[src/rtl/alu_pkg.sv]
// Shared definitions for the RV32I decode stage: ALU op codes, opcodes,
// the decoded bundle and immediate extraction helpers.
package alu_pkg;

  // ALU operation codes consumed by the execute stage
  localparam logic [3:0] ALU_NONE = 4'd0;
  localparam logic [3:0] ALU_ADD  = 4'd1;
  localparam logic [3:0] ALU_SUB  = 4'd2;
  localparam logic [3:0] ALU_AND  = 4'd3;
  localparam logic [3:0] ALU_OR   = 4'd4;
  localparam logic [3:0] ALU_XOR  = 4'd5;
  localparam logic [3:0] ALU_NOR  = 4'd6;
  localparam logic [3:0] ALU_SLT  = 4'd7;
  localparam logic [3:0] ALU_SLL  = 4'd8;
  localparam logic [3:0] ALU_SRL  = 4'd9;
  localparam logic [3:0] ALU_EQ   = 4'd10;
  localparam logic [3:0] ALU_NE   = 4'd11;
  localparam logic [3:0] ALU_GE   = 4'd12;
  localparam logic [3:0] ALU_SRA  = 4'd13;
  localparam logic [3:0] ALU_SLTU = 4'd14;
  localparam logic [3:0] ALU_BGEU = 4'd15;

  // RV32I major opcodes
  localparam logic [6:0] OPC_OP     = 7'b0110011;
  localparam logic [6:0] OPC_OP_IMM = 7'b0010011;
  localparam logic [6:0] OPC_BRANCH = 7'b1100011;
  localparam logic [6:0] OPC_LOAD   = 7'b0000011;
  localparam logic [6:0] OPC_STORE  = 7'b0100011;
  localparam logic [6:0] OPC_LUI    = 7'b0110111;
  localparam logic [6:0] OPC_AUIPC  = 7'b0010111;
  localparam logic [6:0] OPC_JAL    = 7'b1101111;
  localparam logic [6:0] OPC_JALR   = 7'b1100111;

  // funct7 values: base encoding and the sub/sra alternate
  localparam logic [6:0] F7_BASE = 7'b0000000;
  localparam logic [6:0] F7_ALT  = 7'b0100000;

  typedef struct packed {
    logic [3:0]  alu_op;
    logic [4:0]  shamt;
    logic        shamt_from_reg;
    logic [4:0]  rs1;
    logic [4:0]  rs2;
    logic [4:0]  rd;
    logic [31:0] imm;
    logic        use_imm;
    logic        reg_write;
    logic        is_branch;
    logic        illegal;
  } decode_bundle_t;

  function automatic logic [31:0] imm_i(input logic [31:0] ins);
    return {{20{ins[31]}}, ins[31:20]};
  endfunction

  function automatic logic [31:0] imm_s(input logic [31:0] ins);
    return {{20{ins[31]}}, ins[31:25], ins[11:7]};
  endfunction

  function automatic logic [31:0] imm_b(input logic [31:0] ins);
    return {{19{ins[31]}}, ins[31], ins[7], ins[30:25], ins[11:8], 1'b0};
  endfunction

  function automatic logic [31:0] imm_u(input logic [31:0] ins);
    return {ins[31:12], 12'b0};
  endfunction

  function automatic logic [31:0] imm_j(input logic [31:0] ins);
    return {{11{ins[31]}}, ins[31], ins[19:12], ins[20], ins[30:21], 1'b0};
  endfunction

endpackage

[src/rtl/alu_decode_stage_alu_op_decode.sv]
// Combinational RV32I decoder: instruction word -> decoded ALU bundle.
// Unsupported encodings collapse to an all-zero bundle with illegal=1.
module alu_op_decode
  import alu_pkg::*;
(
  input  logic [31:0]    instr_i,
  output decode_bundle_t bundle_o
);

  logic [6:0]     opcode;
  logic [6:0]     funct7;
  logic [2:0]     funct3;
  logic           bad;
  decode_bundle_t b;

  assign opcode = instr_i[6:0];
  assign funct3 = instr_i[14:12];
  assign funct7 = instr_i[31:25];

  // Per-format field selection; fields a format does not use stay zero
  always_comb begin
    b   = '0;
    bad = 1'b0;
    case (opcode)
      OPC_OP: begin
        b.rs1       = instr_i[19:15];
        b.rs2       = instr_i[24:20];
        b.rd        = instr_i[11:7];
        b.reg_write = 1'b1;
        if (funct7 == F7_BASE) begin
          case (funct3)
            3'b000: b.alu_op = ALU_ADD;
            3'b001: begin b.alu_op = ALU_SLL; b.shamt_from_reg = 1'b1; end
            3'b010: b.alu_op = ALU_SLT;
            3'b011: b.alu_op = ALU_SLTU;
            3'b100: b.alu_op = ALU_XOR;
            3'b101: begin b.alu_op = ALU_SRL; b.shamt_from_reg = 1'b1; end
            3'b110: b.alu_op = ALU_OR;
            default: b.alu_op = ALU_AND;
          endcase
        end else if (funct7 == F7_ALT && funct3 == 3'b000) begin
          b.alu_op = ALU_SUB;
        end else if (funct7 == F7_ALT && funct3 == 3'b101) begin
          b.alu_op         = ALU_SRA;
          b.shamt_from_reg = 1'b1;
        end else begin
          bad = 1'b1;
        end
      end
      OPC_OP_IMM: begin
        b.rs1       = instr_i[19:15];
        b.rd        = instr_i[11:7];
        b.reg_write = 1'b1;
        b.use_imm   = 1'b1;
        b.imm       = imm_i(instr_i);
        case (funct3)
          3'b000: b.alu_op = ALU_ADD;
          3'b010: b.alu_op = ALU_SLT;
          3'b011: b.alu_op = ALU_SLTU;
          3'b100: b.alu_op = ALU_XOR;
          3'b110: b.alu_op = ALU_OR;
          3'b111: b.alu_op = ALU_AND;
          3'b001: begin
            // Shift immediates carry only the 5-bit amount
            b.alu_op = ALU_SLL;
            b.shamt  = instr_i[24:20];
            b.imm    = {27'b0, instr_i[24:20]};
            bad      = (funct7 != F7_BASE);
          end
          default: begin
            b.alu_op = (funct7 == F7_ALT) ? ALU_SRA : ALU_SRL;
            b.shamt  = instr_i[24:20];
            b.imm    = {27'b0, instr_i[24:20]};
            bad      = (funct7 != F7_BASE) && (funct7 != F7_ALT);
          end
        endcase
      end
      OPC_BRANCH: begin
        b.rs1       = instr_i[19:15];
        b.rs2       = instr_i[24:20];
        b.is_branch = 1'b1;
        b.imm       = imm_b(instr_i);
        case (funct3)
          3'b000: b.alu_op = ALU_EQ;
          3'b001: b.alu_op = ALU_NE;
          3'b100: b.alu_op = ALU_SLT;
          3'b101: b.alu_op = ALU_GE;
          3'b110: b.alu_op = ALU_SLTU;
          3'b111: b.alu_op = ALU_BGEU;
          default: bad = 1'b1;
        endcase
      end
      OPC_LOAD: begin
        b.rs1       = instr_i[19:15];
        b.rd        = instr_i[11:7];
        b.imm       = imm_i(instr_i);
        b.use_imm   = 1'b1;
        b.reg_write = 1'b1;
        b.alu_op    = ALU_ADD;
        bad         = (funct3 == 3'b011) || (funct3 == 3'b110) || (funct3 == 3'b111);
      end
      OPC_STORE: begin
        b.rs1     = instr_i[19:15];
        b.rs2     = instr_i[24:20];
        b.imm     = imm_s(instr_i);
        b.use_imm = 1'b1;
        b.alu_op  = ALU_ADD;
        bad       = (funct3 > 3'b010);
      end
      OPC_LUI, OPC_AUIPC: begin
        b.rd        = instr_i[11:7];
        b.imm       = imm_u(instr_i);
        b.use_imm   = 1'b1;
        b.reg_write = 1'b1;
        b.alu_op    = ALU_ADD;
      end
      OPC_JAL: begin
        b.rd        = instr_i[11:7];
        b.imm       = imm_j(instr_i);
        b.use_imm   = 1'b1;
        b.reg_write = 1'b1;
        b.alu_op    = ALU_ADD;
      end
      OPC_JALR: begin
        b.rs1       = instr_i[19:15];
        b.rd        = instr_i[11:7];
        b.imm       = imm_i(instr_i);
        b.use_imm   = 1'b1;
        b.reg_write = 1'b1;
        b.alu_op    = ALU_ADD;
        bad         = (funct3 != 3'b000);
      end
      default: bad = 1'b1;
    endcase
    if (bad) begin
      b         = '0;
      b.illegal = 1'b1;
    end
  end

  assign bundle_o = b;

endmodule

[src/rtl/alu_decode_stage.sv]
// Registered decode stage between fetch and execute with valid/ready on
// both sides and a flush for redirects.
// Build option DECODE_SKID_EN: two-entry skid buffer with a registered
// in_ready; otherwise a single output register whose in_ready is
// combinational from out_ready.
module alu_decode_stage
  import alu_pkg::*;
(
  input  logic        clk,
  input  logic        reset,
  input  logic        flush,
  input  logic        in_valid,
  output logic        in_ready,
  input  logic [31:0] instr,
  output logic        out_valid,
  input  logic        out_ready,
  output logic [3:0]  alu_op,
  output logic [4:0]  shamt,
  output logic        shamt_from_reg,
  output logic [4:0]  rs1,
  output logic [4:0]  rs2,
  output logic [4:0]  rd,
  output logic [31:0] imm,
  output logic        use_imm,
  output logic        reg_write,
  output logic        is_branch,
  output logic        illegal
);

  decode_bundle_t dec_bundle;
  decode_bundle_t main_q, main_d;
  decode_bundle_t out_bundle;
  logic           main_valid_q, main_valid_d;

  alu_op_decode u_decode (
    .instr_i  (instr),
    .bundle_o (dec_bundle)
  );

`ifdef DECODE_SKID_EN
  decode_bundle_t skid_q, skid_d;
  logic           skid_valid_q, skid_valid_d;
  logic           in_ready_q, in_ready_d;
  logic           accept, pop;

  assign accept   = in_valid & in_ready_q;
  assign pop      = main_valid_q & out_ready;
  assign in_ready = in_ready_q;

  // Next state: refill main from skid first, park arrivals in skid on stall
  always_comb begin
    main_d       = main_q;
    main_valid_d = main_valid_q;
    skid_d       = skid_q;
    skid_valid_d = skid_valid_q;
    if (flush) begin
      main_valid_d = 1'b0;
      skid_valid_d = 1'b0;
    end else if (!main_valid_q || pop) begin
      if (skid_valid_q) begin
        main_d       = skid_q;
        main_valid_d = 1'b1;
        skid_valid_d = 1'b0;
      end else if (accept) begin
        main_d       = dec_bundle;
        main_valid_d = 1'b1;
      end else begin
        main_valid_d = 1'b0;
      end
    end else if (accept) begin
      skid_d       = dec_bundle;
      skid_valid_d = 1'b1;
    end
    in_ready_d = !skid_valid_d;
  end

  // State registers for main entry, skid entry and registered in_ready
  always_ff @(posedge clk or posedge reset) begin
    if (reset) begin
      main_q       <= '0;
      main_valid_q <= 1'b0;
      skid_q       <= '0;
      skid_valid_q <= 1'b0;
      in_ready_q   <= 1'b1;
    end else begin
      main_q       <= main_d;
      main_valid_q <= main_valid_d;
      skid_q       <= skid_d;
      skid_valid_q <= skid_valid_d;
      in_ready_q   <= in_ready_d;
    end
  end
`else
  assign in_ready = !main_valid_q | out_ready;

  // Next state: load on accept, empty on transfer, flush wins over both
  always_comb begin
    main_d       = main_q;
    main_valid_d = main_valid_q;
    if (flush) begin
      main_valid_d = 1'b0;
    end else if (in_valid && in_ready) begin
      main_d       = dec_bundle;
      main_valid_d = 1'b1;
    end else if (out_ready) begin
      main_valid_d = 1'b0;
    end
  end

  // Single output register
  always_ff @(posedge clk or posedge reset) begin
    if (reset) begin
      main_q       <= '0;
      main_valid_q <= 1'b0;
    end else begin
      main_q       <= main_d;
      main_valid_q <= main_valid_d;
    end
  end
`endif

  // Bundle outputs read as zero whenever nothing valid is presented
  assign out_bundle     = main_valid_q ? main_q : '0;
  assign out_valid      = main_valid_q;
  assign alu_op         = out_bundle.alu_op;
  assign shamt          = out_bundle.shamt;
  assign shamt_from_reg = out_bundle.shamt_from_reg;
  assign rs1            = out_bundle.rs1;
  assign rs2            = out_bundle.rs2;
  assign rd             = out_bundle.rd;
  assign imm            = out_bundle.imm;
  assign use_imm        = out_bundle.use_imm;
  assign reg_write      = out_bundle.reg_write;
  assign is_branch      = out_bundle.is_branch;
  assign illegal        = out_bundle.illegal;

endmodule
[config.mk]
export PLATFORM = sky130hd
export DESIGN_NAME = alu_decode_stage
export DESIGN_NICKNAME = d
export VERILOG_FILES = /design/src/rtl/alu_pkg.sv /design/src/rtl/alu_decode_stage_alu_op_decode.sv /design/src/rtl/alu_decode_stage.sv
export SDC_FILE = /design/constraint.sdc
export NUM_CORES = 1
export LEC_CHECK = 0
export ABC_AREA = 0
export CORE_ASPECT_RATIO = 0.6
export CORE_UTILIZATION = 50
export CTS_CLUSTER_DIAMETER = 120
export CTS_CLUSTER_SIZE = 30
export DETAILED_ROUTE_END_ITERATION = 6
export GPL_TIMING_DRIVEN = 0
export MAX_ROUTING_LAYER = met4
export PLACE_DENSITY = 0.81
export SKIP_LAST_GASP = 1
export SLEW_MARGIN = 30
export SYNTH_ARGS = -nofsm -noshare
export SYNTH_HDL_FRONTEND = slang
export SYNTH_HIERARCHICAL = 1
export SYNTH_SLANG_ARGS = --single-unit
[constraint.sdc]
create_clock -name clk -period 2.1 [get_ports clk]
set_input_delay 0.315 -clock clk [delete_from_list [all_inputs] [get_ports clk]]
set_output_delay 0.315 -clock clk [all_outputs]
set_load 0.02 [all_outputs]
==> impl_metrics.env <==
export IMPL_rows=24
export IMPL_vias=3723
export IMPL_grt_antenna_before_repair=0
export IMPL_grt_pass1_wl_um=19000
export IMPL_peakVddDrop_v=0.000384
export IMPL_fin_util_pct=77.3
export IMPL_path_class="in2reg"
export IMPL_worst_setup_path_end_kind="flip-flop"
export IMPL_cp_data_required_time_ns=2.31
export IMPL_design_die_area_um2=8330
export IMPL_path_delay_family="buffers and inverters"
export IMPL_slew_viol_final=0
export IMPL_port_buffers=98
export IMPL_setup_ws_ns=-0.00571
export IMPL_synth_seq_cells=62
export IMPL_gp_congestion=0.927
export IMPL_routed_wl_um=12500
export IMPL_max_slew_margin_rel_pct=49.2
export IMPL_via_per_inst=5.81
export IMPL_dr_pass1_iters=6
export IMPL_setup_tns_ns=-0.00779
export IMPL_path_buf_inv=5
export IMPL_ys_flop_type="dfrtp_1"
export IMPL_cts_tree="done"
export IMPL_grtUsageTotal_pct=31.9
export IMPL_async_reset_ff_share_pct=100
export IMPL_drtIter0Drc=342
export IMPL_cpPeakStageDelay_ns=0.31
export IMPL_nNetsFinal=569
export IMPL_hold_viol=0
export IMPL_ys_types=55
export IMPL_antenna_left=0
export IMPL_rsz0062_at_grt="true"
export IMPL_clkTransAtPathRegs_ns=0.06
export IMPL_worst_pin_slew_ns=0.756
export IMPL_netlist_instances=413
export IMPL_dieWidth_um=117
export IMPL_rrSetupSlack_ns=0.26
export IMPL_r2r_cells=4
export IMPL_path_cells="dlygate4sd2_1 -> clkbuf_8 -> o31ai_2 -> nor4_2 -> a31o_4 -> nor4_4 -> buf_4 -> inv_2 -> buf_4 -> mux2_2"
export IMPL_die_h_um=71.1
export IMPL_drc=0
export IMPL_power_density_nw_per_um2=566
export IMPL_netlist_area_um2=3980
export IMPL_cp_slowest_cell="nor4_4"
export IMPL_hold_path_class="in2async"
export IMPL_initial_core_util_pct=53.2
export IMPL_grt_max_degree=43
export IMPL_power_mw=3.27
export IMPL_fillCellCount=515
export IMPL_grt_pass1_vias=3665
export IMPL_cp_start_kind="primary input"
export IMPL_h_tree_depth=3
export IMPL_drive_above_1_share_pct=25.5
export IMPL_max_cap_violations=0
export IMPL_status="finished with violations"
export IMPL_dp_hpwl_um=8360
export IMPL_holdWs_ns=0.308
export IMPL_seq_area_frac_synth_pct=39.0
export IMPL_r2r_end="main_q[40]$_DFFE_PP0P_"
export IMPL_syn_avg_cell_area_um2=9.63
export IMPL_synth_edff_count=0
export IMPL_cts_buffers=9
export IMPL_core_area_um2=7480
export IMPL_cts_buffer_depth=2
export IMPL_finalCritPeriodShare_pct=100
export IMPL_overflow=0
export IMPL_ys_warn_count=6
export IMPL_violations="negative setup slack"
export IMPL_r2r_start="out_valid$_DFFE_PP0P_"
export IMPL_min_period_ns=2.11
export IMPL_cpMostUsedCell="buf_4"
export IMPL_cts_sinks=62
export IMPL_leakagePower_nw=3.39
export IMPL_critPathLaunch="instr[12]"
export IMPL_area_growth_pct=45.2
export IMPL_syn_num_nets=450
export IMPL_cp_arrival_ns=2.31
export IMPL_max_freq_mhz=475
export IMPL_wl_per_cell_um=19.5
export IMPL_io_pins=100
export IMPL_skew_ns=0.00526
export IMPL_antenna_cells=0
export IMPL_cts_root_buf="clkbuf_16"
export IMPL_insertion_delay_ns=0.33
export IMPL_setup_viol=2
export IMPL_crit_fanout=10
==> cells in the mapped netlist (all sizes together) (2+ instances only) <==
master | count | area (µm²)
and2 | 64 | 400
dfrtp | 62 | 1550
mux2 | 61 | 687
nor2 | 38 | 143
a21oi | 33 | 165
and3 | 19 | 119
buf | 18 | 134
clkbuf | 16 | 60.1
and4 | 10 | 87.6
nand2 | 10 | 37.5
o21ai | 10 | 50.1
inv | 7 | 26.3
a21boi | 5 | 37.5
nor2b | 5 | 38.8
a22oi | 4 | 30.0
nand3 | 4 | 20.0
nand3b | 4 | 30.0
nor3 | 4 | 25.0
nor4 | 4 | 37.5
nand2b | 3 | 18.8
or2 | 3 | 18.8
a31o | 2 | 17.5
and4b | 2 | 20.0
nor3b | 2 | 26.3
o211ai | 2 | 15.0
o21a | 2 | 15.0
o22ai | 2 | 12.5
==> state kept, by name, indices dropped and copies added, names as in the netlist <==
signal and cells:
out_valid 1, main_q 61
==> report_power, final <==
group	switching, mW	internal, mW	total (mW)
Combinational	0.257	0.197	0.454
Sequential	0.0132	1.22	1.23
Clock	0.534	1.05	1.58
Total	0.804	2.46	3.27
==> placed cells by master, fill, tap and decap left out, types with 10 or more instances in the layout <==
master | netlist | layout
buf_6 | 6 | 13
mux2_2 | 56 | 56
dfrtp_1 | 62 | 61
dlygate4sd2_1 | 0 | 28
and4_1 | 10 | 10
dlymetal6s2s_1 | 0 | 38
a21oi_1 | 33 | 30
and3_1 | 19 | 18
buf_4 | 3 | 12
and2_1 | 64 | 64
clkdlybuf4s50_1 | 0 | 32
nor2_1 | 38 | 38
==> final cells by class <==
cell class,instances,area [µm²],share of cell area [%]
Multi-Input combinational cell,310,2310,40.1
Sequential cell,62,1550,26.9
Timing Repair Buffer,109,1150,19.9
Clock buffer,14,284,4.92
Buffer,33,280,4.85
Tap cell,104,130,2.25
Clock inverter,2,37.5,0.650
Inverter,7,28.8,0.498
==> what timing repair did <==
action | CTS | global route
hold buffers | 0 | 0
gates resized for setup | 65 | 69
pin swaps | 5 | 3
setup buffers | 8 | 2
setup endpoints to repair | 120 | 103
==> metrics by stage <==
step	worst slack [ns]	std cells	area, µm²
3_5_place_dp	-0.911	616	5110
2_1_floorplan	0.142	413	3980
3_3_place_gp	-0.893	615	5090
6_report	-0.00571	641	5780
4_1_cts	-0.0340	640	5590
5_1_grt	-0.0534	641	5780
==> logic make-up after synthesis <==
| family | synth area share [%] |
|---|---|
| compound gates | 11.0 |
| buf+inv | 5.54 |
| flops | 39.0 |
| mux | 17.5 |
| simple gates | 26.9 |
==> layer usage <==
layer  routed length [µm]  track usage, %
met1                 5560            43.6
met2                 5670            46.9
met3                  981            6.86
met4                  278            10.5
met5                    0               -
==> worst register-to-register path, stage by stage, from the launching register on <==
cell and delay (ns):
dfrtp_2 0.47, nor2b_4 0.16, nor3b_4 0.49, buf_6 0.26, mux2_2 0.35
==> worst max-delay path by stage <==
stage,endpoint,slack (ns),cells after the start
after global routing,imm[14],-0.05,3
after CTS,main_q[0]$_DFFE_PP0P_,-0.03,10
final,main_q[0]$_DFFE_PP0P_,-0.006,10
after floorplan,main_q[0]$_DFFE_PP0P_,0.14,8
after global placement,main_q[5]$_DFFE_PP0P_,-0.89,2
after detailed placement,main_q[0]$_DFFE_PP0P_,-0.91,9
No activity file was read; power rests on OpenSTA's default activity.
